<file path="src/rtl/mem_arb_pkg.sv">
// Shared types and constants for the unified-RAM arbiter.
//   arb_state_e : arbiter FSM states (idle / read outstanding)
//   arb_owner_e : which requester owns the outstanding read
//   LAT_CNT_W   : width of the read-latency counter (covers RAM_LAT up to RAM_LAT_MAX)
//   GNT_*       : bit positions inside the one-hot grant vector
package mem_arb_pkg;

    typedef enum logic {
        ARB_IDLE    = 1'b0,
        ARB_RD_WAIT = 1'b1
    } arb_state_e;

    typedef enum logic [1:0] {
        OWN_NONE = 2'd0,
        OWN_LD   = 2'd1,
        OWN_D    = 2'd2,
        OWN_I    = 2'd3
    } arb_owner_e;

    localparam int RAM_LAT_MAX = 3;
    localparam int LAT_CNT_W   = $clog2(RAM_LAT_MAX + 1);

    localparam int GNT_LD = 0;
    localparam int GNT_D  = 1;
    localparam int GNT_I  = 2;

endpackage

</file>
<file path="src/rtl/mem_arb_pick.sv">
// Combinational priority selector for the RAM arbiter.
//   i_ld_req, i_d_req, i_i_req : requests from loader, data port, fetch port
//   i_eligible                 : a grant may be issued this cycle
//   i_promote                  : fetch has starved long enough to beat the data port
//   o_gnt                      : one-hot grant, bit positions GNT_LD/GNT_D/GNT_I
module mem_arb_pick
    import mem_arb_pkg::*;
(
    input  logic       i_ld_req,
    input  logic       i_d_req,
    input  logic       i_i_req,
    input  logic       i_eligible,
    input  logic       i_promote,
    output logic [2:0] o_gnt
);

    // Fixed priority ld > d > i, with fetch lifted above data when promoted.
    always_comb begin
        o_gnt = 3'b000;
        if (!i_eligible) begin
            o_gnt = 3'b000;
        end else if (i_ld_req) begin
            o_gnt[GNT_LD] = 1'b1;
        end else if (i_promote && i_i_req) begin
            o_gnt[GNT_I] = 1'b1;
        end else if (i_d_req) begin
            o_gnt[GNT_D] = 1'b1;
        end else if (i_i_req) begin
            o_gnt[GNT_I] = 1'b1;
        end else begin
            o_gnt = 3'b000;
        end
    end

endmodule

</file>
<file path="src/rtl/mem_arbiter.sv">
// Single-port unified RAM arbiter between the program loader (write-only),
// the MEM-stage data port (read/write) and the IF-stage fetch port (read-only).
//   ld_*     : loader write port; completes in its grant cycle
//   d_*      : data port request/grant and read return
//   i_*      : fetch port request/grant and read return
//   ram_*    : RAM pins, driven by the requester granted this cycle
//   stall_if / stall_mem : hold requests to the hazard logic
//   busy     : a read is outstanding
// Grants are combinational; read data returns RAM_LAT cycles after the grant,
// and that return cycle may already issue the next grant.
module mem_arbiter
    import mem_arb_pkg::*;
#(
    parameter int ADDR_W     = 32,
    parameter int DATA_W     = 32,
    parameter int RAM_LAT    = 1,
    parameter int STARVE_MAX = 4
) (
    input  logic              clk,
    input  logic              rst_n,
    input  logic              ld_req,
    input  logic [ADDR_W-1:0] ld_addr,
    input  logic [DATA_W-1:0] ld_wdata,
    output logic              ld_gnt,
    input  logic              d_req,
    input  logic              d_we,
    input  logic [ADDR_W-1:0] d_addr,
    input  logic [DATA_W-1:0] d_wdata,
    output logic              d_gnt,
    output logic              d_rvalid,
    output logic [DATA_W-1:0] d_rdata,
    input  logic              i_req,
    input  logic [ADDR_W-1:0] i_addr,
    output logic              i_gnt,
    output logic              i_rvalid,
    output logic [DATA_W-1:0] i_rdata,
    output logic              ram_en,
    output logic              ram_we,
    output logic [ADDR_W-1:0] ram_addr,
    output logic [DATA_W-1:0] ram_wdata,
    input  logic [DATA_W-1:0] ram_rdata,
    output logic              stall_if,
    output logic              stall_mem,
    output logic              busy
);

    localparam int STV_W = $clog2(STARVE_MAX + 1);

    arb_state_e           r_state, w_state_nxt;
    arb_owner_e           r_owner, w_owner_nxt;
    logic [LAT_CNT_W-1:0] r_cnt, w_cnt_nxt;
    logic [STV_W-1:0]     r_starve, w_starve_nxt;
    logic [DATA_W-1:0]    r_d_rdata, r_i_rdata;

    logic       w_ret, w_elig, w_promote, w_rd_gnt;
    logic       w_d_rvalid, w_i_rvalid;
    logic [2:0] w_gnt, w_gnt_out;

    // Data-return cycle: the counter has reached the RAM latency.
    assign w_ret     = (r_state == ARB_RD_WAIT) && (r_cnt == LAT_CNT_W'(RAM_LAT));
    assign w_elig    = (r_state == ARB_IDLE) || w_ret;
    assign w_promote = (r_starve == STV_W'(STARVE_MAX));

    mem_arb_pick u_pick (
        .i_ld_req   (ld_req),
        .i_d_req    (d_req),
        .i_i_req    (i_req),
        .i_eligible (w_elig),
        .i_promote  (w_promote),
        .o_gnt      (w_gnt)
    );

    // The flops are held by the async reset, so only the visible grants need
    // forcing low while rst_n is asserted.
    assign w_gnt_out  = w_gnt & {3{rst_n}};
    assign w_rd_gnt   = (w_gnt[GNT_D] && !d_we) || w_gnt[GNT_I];
    assign w_d_rvalid = w_ret && (r_owner == OWN_D);
    assign w_i_rvalid = w_ret && (r_owner == OWN_I);

    assign ld_gnt    = w_gnt_out[GNT_LD];
    assign d_gnt     = w_gnt_out[GNT_D];
    assign i_gnt     = w_gnt_out[GNT_I];
    assign d_rvalid  = w_d_rvalid;
    assign i_rvalid  = w_i_rvalid;
    assign d_rdata   = w_d_rvalid ? ram_rdata : r_d_rdata;
    assign i_rdata   = w_i_rvalid ? ram_rdata : r_i_rdata;
    assign ram_en    = |w_gnt_out;
    assign ram_we    = w_gnt_out[GNT_LD] || (w_gnt_out[GNT_D] && d_we);
    assign busy      = (r_state == ARB_RD_WAIT);
    assign stall_if  = rst_n && ((i_req && !w_gnt[GNT_I]) ||
                                 ((r_state == ARB_RD_WAIT) && (r_owner == OWN_I) && !w_i_rvalid));
    assign stall_mem = rst_n && ((d_req && !w_gnt[GNT_D]) ||
                                 ((r_state == ARB_RD_WAIT) && (r_owner == OWN_D) && !w_d_rvalid));

    // RAM address/data mux driven by whichever requester holds the grant.
    always_comb begin
        ram_addr  = '0;
        ram_wdata = '0;
        if (w_gnt_out[GNT_LD]) begin
            ram_addr  = ld_addr;
            ram_wdata = ld_wdata;
        end else if (w_gnt_out[GNT_D]) begin
            ram_addr  = d_addr;
            ram_wdata = d_wdata;
        end else if (w_gnt_out[GNT_I]) begin
            ram_addr  = i_addr;
            ram_wdata = '0;
        end else begin
            ram_addr  = '0;
            ram_wdata = '0;
        end
    end

    // Next-state logic: a read grant (re)arms the latency counter at 1.
    always_comb begin
        w_state_nxt = r_state;
        w_owner_nxt = r_owner;
        w_cnt_nxt   = r_cnt;
        case (r_state)
            ARB_IDLE: begin
                if (w_rd_gnt) begin
                    w_state_nxt = ARB_RD_WAIT;
                    w_owner_nxt = w_gnt[GNT_I] ? OWN_I : OWN_D;
                    w_cnt_nxt   = LAT_CNT_W'(1);
                end else begin
                    w_state_nxt = ARB_IDLE;
                    w_owner_nxt = OWN_NONE;
                    w_cnt_nxt   = '0;
                end
            end
            ARB_RD_WAIT: begin
                if (w_ret && w_rd_gnt) begin
                    w_state_nxt = ARB_RD_WAIT;
                    w_owner_nxt = w_gnt[GNT_I] ? OWN_I : OWN_D;
                    w_cnt_nxt   = LAT_CNT_W'(1);
                end else if (w_ret) begin
                    w_state_nxt = ARB_IDLE;
                    w_owner_nxt = OWN_NONE;
                    w_cnt_nxt   = '0;
                end else begin
                    w_cnt_nxt   = r_cnt + LAT_CNT_W'(1);
                end
            end
            default: begin
                w_state_nxt = ARB_IDLE;
                w_owner_nxt = OWN_NONE;
                w_cnt_nxt   = '0;
            end
        endcase
    end

    // Starvation counter: counts denied fetch cycles only while eligible.
    always_comb begin
        w_starve_nxt = r_starve;
        if (i_req && w_elig && !w_gnt[GNT_I]) begin
            if (r_starve != STV_W'(STARVE_MAX)) begin
                w_starve_nxt = r_starve + STV_W'(1);
            end else begin
                w_starve_nxt = r_starve;
            end
        end else if (w_gnt[GNT_I] || !i_req) begin
            w_starve_nxt = '0;
        end else begin
            w_starve_nxt = r_starve;
        end
    end

    // FSM, owner, counters and held read data registers.
    always_ff @(posedge clk or negedge rst_n) begin
        if (!rst_n) begin
            r_state   <= ARB_IDLE;
            r_owner   <= OWN_NONE;
            r_cnt     <= '0;
            r_starve  <= '0;
            r_d_rdata <= '0;
            r_i_rdata <= '0;
        end else begin
            r_state  <= w_state_nxt;
            r_owner  <= w_owner_nxt;
            r_cnt    <= w_cnt_nxt;
            r_starve <= w_starve_nxt;
            if (w_d_rvalid) begin
                r_d_rdata <= ram_rdata;
            end
            if (w_i_rvalid) begin
                r_i_rdata <= ram_rdata;
            end
        end
    end

endmodule
</file>
<file path="config.mk">
export PLATFORM = sky130hd
export DESIGN_NAME = mem_arbiter
export DESIGN_NICKNAME = d
export VERILOG_FILES = /design/src/rtl/mem_arb_pkg.sv /design/src/rtl/mem_arb_pick.sv /design/src/rtl/mem_arbiter.sv
export SDC_FILE = /design/constraint.sdc
export NUM_CORES = 1
export LEC_CHECK = 0
export ABC_AREA = 1
export CAP_MARGIN = 0
export CORE_AREA = 5 5 126 128
export DETAILED_ROUTE_END_ITERATION = 10
export DIE_AREA = 0 0 131 133
export PLACE_DENSITY = 0.74
export SETUP_SLACK_MARGIN = 0.4
export SYNTH_ARGS = -nofsm -noshare
export SYNTH_HDL_FRONTEND = slang
export SYNTH_HIERARCHICAL = 1
export SYNTH_SLANG_ARGS = --single-unit
</file>
<file path="constraint.sdc">
create_clock -name clk -period 5.3 [get_ports clk]
set_input_delay 0.795 -clock clk [delete_from_list [all_inputs] [get_ports clk]]
set_output_delay 0.795 -clock clk [all_outputs]
set_load 0.005 [all_outputs]
</file>
==> impl_metrics.csv <==
group,metric,value,unit
drt,wire_per_inst,16.5,um
timing,rsz0062_at_grt,"no",
cells_and_area,final_common_cell,"clkdlybuf4s50_1",
yosys,syn-cell-area,0.00445,mm2
global_route,track_usage,21.0,%
yosys,synth.distinct_cells,21,
power,worst_ir_drop_vdd,0.176,mV
hold_path,hold_path_class,"flip-flop to flip-flop",
floorplan,row_count,45,
drt,wl,19300,um
yosys,muxShareOfSynthArea,0,%
placement,dp.cells,1154,
placement,dpl_cell_area,0.00784,mm2
power,p_leak,3.51,nW
outcome,status,"finished, final reports clean",
cells_and_area,num_antenna_cells,0,
cells_and_area,drive_above_1_share,3.26,%
setup_path,crit_required,4510,ps
clocking,htree_levels,3,
cells_and_area,mostFrequentLayoutCells,"334 x clkdlybuf4s50_1, 214 x nand2_1, 81 x inv_1",
yosys,synth.area.top_cells,"dfrtp_1 40%, nand2_1 18%, o21ai_1 7.8%",
clocking,ctsHoldBuffers,0,
drt,drtAntennaViolNets,0,
cells_and_area,fin_area,0.00816,mm2
timing,clock.fmax,0.259,GHz
timing,maxSlewViolCount,0,
timing,fin_crit,3860,ps
clocking,post_cts_resized,0,
cells_and_area,fin_util,55.3,%
timing,period_share,72.7,%
setup_path,crit_fanout,33,
drt,dr.pass1.iters,6,
timing,worst_pin_slew,924,ps
yosys,yosys_warnings,6,
floorplan,die_y,133,um
setup_path,cp-start-kind,"primary input",
global_route,grt_max_degree,74,
timing,setup_viol_count_final,0,
placement,globalplace.congestion,0.925,
clocking,cts_buffer_depth,2,
drt,detail_route.vias_per_cell,4.65,
timing,clock-skew-final,6.77,ps
yosys,syn-instance-count,666,
yosys,synth_xor_area_share,0.197,%
yosys,synth_top_family_by_area,"simple AND/OR/NAND/NOR gates",
setup_path,end_kind,"primary output",
floorplan,io_pins,336,
cells_and_area,seq_area,0.00180,mm2
hold_path,hold_depth,2,
yosys,syn_area_per_cell,6.68,um2
yosys,synth_fa_ha_area_share,0.562,%
setup_path,r2r_cells,10,
floorplan,die_x,131,um
global_route,grt_pass1_vias,5104,
setup_path,path_class,"primary input to primary output",
clocking,clkLatencyLatePin,330,ps
clocking,cts_sinks,72,
yosys,yosysSeqAreaShare,40.5,%
cells_and_area,fin_nets,1177,
drt,vias,5437,
yosys,yosys_register_bits,72,
clocking,cts_root_buf,"clkbuf_16",
power,power_density,398,mW/mm2
clocking,path_clk_slew,60,ps
clocking,cts_tree,"done",
yosys,netlist.top_cell.by_area,"dfrtp_1",
yosys,synthSimpleGateAreaFrac,27.2,%
floorplan,coreArea,0.0148,mm2
drt,drcViolationCount,0,
placement,place_hpwl,15100,um
placement,dp_slack,1510,ps
placement,io_buffers,335,
timing,setup_tns,0,ps
yosys,synth_nets,866,
setup_path,critical_path_arrival,3060,ps
timing,slew_headroom,38.4,%
cells_and_area,fin_cells,1170,
cells_and_area,syn_to_final_growth,83.2,%
cells_and_area,n_fill_cell,1429,
floorplan,initial_core_util,30.2,%
floorplan,dieArea,0.0174,mm2
timing,hold_viol,0,
timing,worst_slack,1440,ps
clocking,cts_buffers,9,
clocking,post_cts_buffers,0,
drt,drt_iter0_drc,302,
global_route,antenna_found_initial,0,
job,drv_cap,0,
global_route,grt_overflow,0,
global_route,grt_pass1_wl,28500,um
cells_and_area,multi_input_area,0.00207,mm2
yosys,synth_compound_area_share,18.5,%
yosys,synth_top_area_share,40.5,%
[final timing paths]
path	from	to	slack [ps]
min in group asynchronous	rst_n	r_starve[2]	750
hold reg to reg	r_i_rdata[29]	r_i_rdata[29]	470
hold / removal	r_i_rdata[29]	r_i_rdata[29]	470
setup reg to reg	r_cnt[1]	r_cnt[0]	3010
max in group asynchronous	rst_n	r_d_rdata[6]	3940
setup / recovery	i_req	ram_addr[30]	1440
[worst max-delay path, stage by stage]
cell and delay (ps):
clkdlybuf4s50_1 510, nand3_1 90, nor2_1 220, nand2_1 120, inv_1 60, buf_4 320
nand3_1 120, a21oi_1 250, clkdlybuf4s50_1 560
[flip-flops by register name, indices dropped and copies added (netlist names)]
register	flops
r_d_rdata	32
r_i_rdata	32
r_starve	3
r_cnt	2
r_owner	2
busy	1
[final cells by class]
class	count	share of cell area, %
multi-input combinational	467	25.4
sequential	72	22.1
clock inverter	6	0.920
clock buffer	10	2.93
tap	188	2.88
timing repair buffer	345	42.0
inverter	82	3.77
[report_power, final]
group          switching, mW  internal (mW)  total [mW]
registers             0.0810          0.815       0.896
logic                  0.790          0.933        1.72
clock network          0.245          0.385       0.630
total                   1.12           2.13        3.25
[through the flow]
| step | hold slack (ps) | total power, mW |
|---|---|---|
| final | 474 | 3.25 |
| after global routing | 491 | 3.48 |
| after CTS | 480 | 3.29 |
| after detailed placement | 463 | 2.65 |
| after global placement | 456 | 2.62 |
| after floorplan | 463 | 1.58 |
[metal layers]
| layer | vias up | global-route usage [%] | wire length (um) |
|---|---|---|---|
| met5 | - | 0 | 0 |
| met2 | 238 | 35.9 | 9760 |
| met3 | 25 | 5.45 | 1640 |
| met1 | 2441 | 25.9 | 7550 |
| met4 | 0 | 5.49 | 361 |
| li1 | 2733 | - | - |
[synthesized netlist by cell type (all sizes together)]
library cell,instances
nor3,1
nand4,2
nand2,216
o21ai,131
buf,27
a21oi,34
nor2,38
xor2,1
nand3,42
clkinv,1
ha,2
clkbuf,18
inv,81
dfrtp,72
[logic make-up after synthesis]
kind of cell	after synthesis
AND/OR/NAND/NOR	299
AO/OA/AOI/OAI	165
buffers and inverters	127
flip-flops	72
adder cells (fa/ha/maj)	2
XOR/XNOR	1
(Power assumes the default switching activity.)
